### src/rtl/serial_adder_pkg.sv
// Shared definitions for the serial adder datapath: the control state
// encoding (used by the operand serializer and the adder control FSM),
// the default word width and a helper that sizes bit counters.
package serial_adder_pkg;

  typedef enum logic {
    IDLE  = 1'b0,
    SHIFT = 1'b1
  } state_t;

  localparam int SA_WIDTH = 8;

  // Smallest counter width able to index bits 0..n-1 (at least one bit).
  function automatic int cnt_width(input int n);
    return (n <= 2) ? 1 : $clog2(n);
  endfunction

endpackage

### src/rtl/piso_shift_reg.sv
// Parallel-load, right-shifting register with zero fill. Bit 0 is the
// serial output. Priority: clr > load > shift.
module piso_shift_reg #(
  parameter int W = 8
) (
  input  logic         clk,
  input  logic         rst_n,
  input  logic         clr,
  input  logic         load,
  input  logic         shift,
  input  logic [W-1:0] d,
  output logic         lsb
);

  logic [W-1:0] sh;

  // Load a fresh word, or shift one place towards the LSB.
  // NOTE: sequential state uses non-blocking (<=) so every flop samples the pre-edge values.
  always_ff @(posedge clk or negedge rst_n) begin
    if (!rst_n) begin
      sh <= '0;
    end else if (clr) begin
      sh <= '0;
    end else if (load) begin
      sh <= d;
    end else if (shift) begin
      sh <= {1'b0, sh[W-1:1]};
    end
  end

  assign lsb = sh[0];

endmodule

### src/rtl/operand_serializer.sv
// Parallel-in, serial-out front end of the serial adder. Captures two
// N-bit operands on a valid/ready handshake and emits them LSB-first, one
// bit pair per clock, framed by first_bit / last_bit.
// Optional stall input: define SER_HOLD_EN to add the hold port.
module operand_serializer
  import serial_adder_pkg::*;
#(
  parameter int N     = SA_WIDTH,
  parameter int CNT_W = cnt_width(N)
) (
  input  logic         i_clk,
  input  logic         reset,
  input  logic [N-1:0] a_in,
  input  logic [N-1:0] b_in,
  input  logic         in_valid,
  output logic         in_ready,
  input  logic         clr,
`ifdef SER_HOLD_EN
  input  logic         hold,
`endif
  output logic         a_bit,
  output logic         b_bit,
  output logic         bit_valid,
  output logic         first_bit,
  output logic         last_bit,
  output logic         busy
);

  state_t           state;
  logic [CNT_W-1:0] cnt;
  logic             in_shift;
  logic             take;
  logic             advance;
  logic             at_last;
  logic             a_lsb;
  logic             b_lsb;

  assign in_shift = (state == SHIFT);
  // clr beats a same-edge transfer: the operands are simply not loaded.
  assign take     = !in_shift && in_valid && !clr;
  assign at_last  = (cnt == CNT_W'(N - 1));

`ifdef SER_HOLD_EN
  // A held word neither shifts nor counts; the sum side sees no valid bit.
  assign advance  = in_shift && !hold;
`else
  assign advance  = in_shift;
`endif

  piso_shift_reg #(.W(N)) u_sh_a (
    .clk   (i_clk),
    .rst_n (reset),
    .clr   (clr),
    .load  (take),
    .shift (advance),
    .d     (a_in),
    .lsb   (a_lsb)
  );

  piso_shift_reg #(.W(N)) u_sh_b (
    .clk   (i_clk),
    .rst_n (reset),
    .clr   (clr),
    .load  (take),
    .shift (advance),
    .d     (b_in),
    .lsb   (b_lsb)
  );

  // Control FSM and bit counter: IDLE waits for a transfer, SHIFT walks cnt
  // from 0 to N-1 and always drops back to IDLE after the last bit.
  always_ff @(posedge i_clk or negedge reset) begin
    if (!reset) begin
      state <= IDLE;
      cnt   <= '0;
    end else if (clr) begin
      state <= IDLE;
      cnt   <= '0;
    end else begin
      case (state)
        IDLE: begin
          if (in_valid) begin
            state <= SHIFT;
            cnt   <= '0;
          end
        end
        SHIFT: begin
          if (advance) begin
            if (at_last) begin
              state <= IDLE;
              cnt   <= '0;
            end else begin
              cnt <= cnt + 1'b1;
            end
          end
        end
        default: begin
          state <= IDLE;
          cnt   <= '0;
        end
      endcase
    end
  end

  // Outputs decode registered state only, so no input reaches an output
  // combinationally (except the optional hold stall on bit_valid).
  assign in_ready  = !in_shift;
  assign busy      = in_shift;
  assign bit_valid = advance;
  assign a_bit     = in_shift && a_lsb;
  assign b_bit     = in_shift && b_lsb;
  assign first_bit = in_shift && (cnt == '0);
  assign last_bit  = in_shift && at_last;

endmodule

### config.mk
export PLATFORM = sky130hd
export DESIGN_NAME = operand_serializer
export DESIGN_NICKNAME = d
export VERILOG_FILES = /design/src/rtl/serial_adder_pkg.sv /design/src/rtl/piso_shift_reg.sv /design/src/rtl/operand_serializer.sv
export SDC_FILE = /design/constraint.sdc
export NUM_CORES = 1
export LEC_CHECK = 0
export CORE_MARGIN = 2
export CORE_UTILIZATION = 50
export CTS_BUF_LIST = sky130_fd_sc_hd__clkbuf_4 sky130_fd_sc_hd__clkbuf_8
export DETAILED_ROUTE_END_ITERATION = 8
export PLACE_DENSITY = 0.83
export SETUP_SLACK_MARGIN = 0.05
export SYNTH_ARGS = -nofsm -noshare
export SYNTH_HDL_FRONTEND = slang
export SYNTH_SLANG_ARGS = --single-unit
### constraint.sdc
create_clock -name i_clk -period 1.7 [get_ports i_clk]
set_clock_uncertainty 0.15 [all_clocks]
set_input_delay 0.34 -clock i_clk [delete_from_list [all_inputs] [get_ports i_clk]]
set_output_delay 0.34 -clock i_clk [all_outputs]
set_load 0.02 [all_outputs]
After elaboration in Yosys (flattened, before gate mapping):

Index checks and enable logic that the tools add are counted.

* bits in registers: 20
* latch bits: 0
* bits in writable memories: 0
* ROM bits: 0
* input bits: 20
* output and inout port bits: 7
* word-level logic and storage cells: 32
* memories kept: 0

* $add $sub $neg: 1
* multipliers: 0
* div/mod/pow operators: 0
* $lt $le $gt $ge: 0
* equality and inequality tests: 2
* shift operators: 0
* muxes and demuxes: 14
* bitwise gates (word level): 1
* reduce and logical (&&, ||, !) cells: 10

Operator list (number)
* $mux W8: 6
* $mux W3: 3
* $logic_and A1 B1 Y1: 6
* $pmux W3 S2: 1
* $add A3 B1 Y3 const B: 1
* $eq A3 B3 Y1 const B: 1
* $logic_not A3 Y1: 1
* $mux W1: 3
* $ne A3 B3 Y1 const B: 1
* $reduce_bool A3 Y1: 1
* $logic_not A1 Y1: 2
* $pmux W1 S2: 1
* $not A1 Y1: 1

Logic depth before layout (Yosys ltp):

* word-level depth: 5
* mapped depth: 4
* depth with buffers taken out: 4

By module:

A second synthesis with hierarchy kept.

* cells, all modules: 96
* area total of the unflattened synthesis: 1084.8 um^2

By module, submodules not included
* piso_shift_reg: instances 2, cells each 35, area an instance 409.1 um^2, seq. area each 200.2 um^2
* operand_serializer: instances 1, cells each 26, area an instance 266.5 um^2, seq. area each 100.1 um^2

Least setup slack after synthesis:

OpenSTA, ideal clock, no wires.

* path kind: register to output
* start: register state (netlist: bit_valid)
* end: output first_bit
* arrival time: 1072 ps
* data required time: 1210 ps
* path slack: 138 ps
* cell stages (with the launch flop): 5
* buffers on the path: 2
* cells stage by stage: dfrtp_1 buf_6 buf_6 nand2_1 nor2_1

* longest elaborated chain between the ends: 1

RTL lines
* from (decl): line operand_serializer.sv:29 `state_t state;`
* from (signal assigned): line operand_serializer.sv:74 `state <= IDLE;`
* from (signal assigned): line operand_serializer.sv:77 `state <= IDLE;`
* from (signal assigned): line operand_serializer.sv:83 `state <= SHIFT;`
* $logic_and A1 B1 Y1: line operand_serializer.sv:112 `assign first_bit = in_shift && (cnt == '0);`
* to (decl): line operand_serializer.sv:24 `output logic first_bit,`

Every way passes these cells.

Final worst setup path:

* start: register cnt[0]
* end: output last_bit

* longest elaborated chain between the ends: 2

RTL lines
* from (decl): line operand_serializer.sv:30 `logic [CNT_W-1:0] cnt;`
* from (signal assigned): line operand_serializer.sv:93 `cnt <= cnt + 1'b1;`
* $eq A3 B3 Y1: line operand_serializer.sv:41 `assign at_last = (cnt == CNT_W'(N - 1));`
* $logic_and A1 B1 Y1: line operand_serializer.sv:113 `assign last_bit = in_shift && at_last;`
* to (decl): line operand_serializer.sv:25 `output logic last_bit,`

Every way passes these cells.

==> impl_metrics.json <==
{
  "status": "finished, violations left",
  "violations": "setup timing",
  "nets": 157,
  "relSlewSlack_pct": 82.8,
  "cp_cell_sequence": "ha_2 -> ha_4 -> and2_4 -> buf_6",
  "drt_wl_total_um": 2400,
  "leakage_nw": 0.681,
  "worstPathMaxFanout": 3,
  "fp-row-count": 16,
  "synthTopCellsByArea": "dfrtp_1, mux2i_1, a211oi_1, nor2b_1, buf_6",
  "cts.sinks": 20,
  "dp_slack_ps": -233,
  "synth-edff-count": 0,
  "min_period_ps": 1810,
  "port_buffers": 26,
  "via_count": 850,
  "yosysSeqAreaShare_pct": 45.7,
  "synth-seq-cells": 20,
  "cts_tree": "yes",
  "clk_latency_ps": 300,
  "firstDrtPassIters": 4,
  "die-width_um": 50.8,
  "yosys.area.top_type": "dfrtp_1",
  "worst_slack_ps": -110,
  "ys.flop_type": "dfrtp_1",
  "crit_path_end_kind": "output port",
  "dpl.hpwl_um": 1650,
  "htreeDepth": 1,
  "synthArstFlopShare_pct": 100,
  "wl_per_cell_um": 15.0,
  "yosysWarnings": 0,
  "rsz0062_at_grt": "true",
  "grt_pass1_wl_um": 3990,
  "viasPerCell": 5.31,
  "slew_violations": 0,
  "syn_inst": 98,
  "cp_data_required_time_ps": 1210,
  "cpPeakStageDelay_ps": 410,
  "io_pins": 27,
  "first_global_vias": 916,
  "multi_input_area_um2": 529,
  "syn_area_mm2": 0.00110,
  "regArea_um2": 502,
  "setup_viol": 2,
  "area_delta_synth_final_pct": 33.9,
  "fin_crit_sh_pct": 106,
  "r2r_setup_slack_ps": 70,
  "tightest_slew_ps": 258,
  "root_buffer": "clkbuf_4",
  "gp_congestion": 0.728,
  "crit_type": "reg -> out",
  "max_cap_viol_count": 0,
  "worst_setup_path_start_kind": "flip-flop",
  "antennaDiodeCount": 0,
  "powerDensity_mw_per_mm2": 723,
  "ir_drop_v": 0.000533,
  "clockBufferDepth": 2,
  "drive_above_1_share_pct": 24.1,
  "n_fill_cell": 147,
  "synth.distinct_cells": 20,
  "first_iter_violations": 6,
  "antenna_found_initial": 0,
  "start_util_pct": 54.2,
  "synth_most_common_cell": "dfrtp_1",
  "fp.dieH_um": 50.8,
  "fmax_mhz": 552,
  "instances_no_fill": 160,
  "drcViolationCount": 0,
  "slowest_stage": "dfrtp_1",
  "grt_max_degree": 21,
  "synth.top_cells.by_count": "dfrtp_1, mux2i_1, a211oi_1, nor2b_1",
  "netlist.area_leader.share_pct": 45.7,
  "synth_fp_nets": 121,
  "crit_arrival_ps": 1320,
  "grt.total_usage_pct": 20.7,
  "dieArea_mm2": 0.00258,
  "numCtsBuffers": 3,
  "finalCoreUtilization_pct": 72.6,
  "postSynthAreaPerCell_um2": 11.2,
  "final_antenna_net_count": 0,
  "hold_path_class": "in -> async",
  "cts_hold_buf": 0,
  "hold_viol_final": 0,
  "place_inst": 155,
  "gr-total-overflow": 0,
  "clkTransAtPathRegs_ps": 120,
  "core_area_mm2": 0.00202
}
## power by group
part           leakage (nW)  internal, W  switching, W
Clock                0.0210     0.000131      0.000149
Combinational         0.397     0.000131      0.000114
Sequential            0.263     0.000513     0.0000225
Total                 0.681     0.000775      0.000286
## critical path: cells and delay by family, from the launching register on
family,cells,cell delay (ps)
fa+ha+maj,2,350
simple gates,1,130
flops,1,410
buf+inv,1,120
## routing by layer
| metal | wire [µm] | track usage (%) | vias to the layer above |
|---|---|---|---|
| met2 | 1270 | 39.7 | 20 |
| met3 | 71 | 2.05 | 2 |
| met4 | 9 | 5.41 | 0 |
| met5 | 0 | 0 | - |
| li1 | - | - | 417 |
| met1 | 1050 | 24.5 | 411 |
## layout make-up
cell class / instances / share of cell area [%]
Multi-Input combinational cell: 66 / 36.1
Inverter: 3 / 0.767
Timing Repair Buffer: 40 / 24.2
Clock buffer: 4 / 2.47
Sequential cell: 20 / 34.2
Tap cell: 27 / 2.30
## state kept, by name, indices dropped and copies added, names as in the netlist
name       flops
bit_valid      1
cnt            3
u_sh_a.sh      8
u_sh_b.sh      8
## per-stage QoR
step                TNS, ps  total power (W)  area (µm²)  hold WS, ps
detailed placement     -573         0.000789        1420          418
global route           -240          0.00111        1470          222
finish                 -115          0.00106        1470          212
CTS                    -145          0.00107        1490          220
global placement       -521         0.000779        1420          410
floorplan                 0         0.000678        1100         -106
## final timing paths
path	start	end	cells after the start
worst max-delay path	cnt[0]$_DFFE_PN0P_	last_bit	4
worst min-delay path	reset	u_sh_b.sh[5]$_DFFE_PN0P_	2
worst max register to register	cnt[0]$_DFFE_PN0P_	cnt[0]$_DFFE_PN0P_	5
worst min register to register	u_sh_a.sh[3]$_DFFE_PN0P_	u_sh_a.sh[2]$_DFFE_PN0P_	2
max in group asynchronous	reset	bit_valid$_DFF_PN0_	2
min in group i_clk	u_sh_a.sh[3]$_DFFE_PN0P_	u_sh_a.sh[2]$_DFFE_PN0P_	2
## what timing repair did
action,CTS,global route
pin swaps,3,4
cloned,0,0
setup endpoints to repair,7,7
gates resized for setup,33,6
setup buffers,2,1
## placed cells by master, fill, tap and decap left out
cell             count
a211oi_1            14
a21oi_1              3
a21oi_2              1
and2_1               2
and2_4               1
buf_12               1
buf_2                5
buf_4               13
buf_6                2
clkbuf_4             3
clkbuf_8             1
clkdlybuf4s50_1     19
dfrtp_1             19
dfrtp_2              1
ha_1                 1
ha_2                 1
ha_4                 1
inv_1                2
inv_2                1
mux2i_1             16
nand2_1              2
nand2b_1             2
nand3b_1             1
nor2_2               1
nor2b_1             14
nor3_1               2
or3b_1               4
## cell families (layout without fill, tap and decap cells)
kind of cell               Yosys count  in the layout  synth area share [%]
AOI/OAI and AO/OA                   18             18                  11.4
and+or+nand+nor                     29             29                  16.7
buffers and inverters               12             47                  8.22
muxes                               16             16                  14.6
adders and majority gates            3              3                  3.43
DFF                                 20             20                  45.7
(Power assumes the default switching activity.)
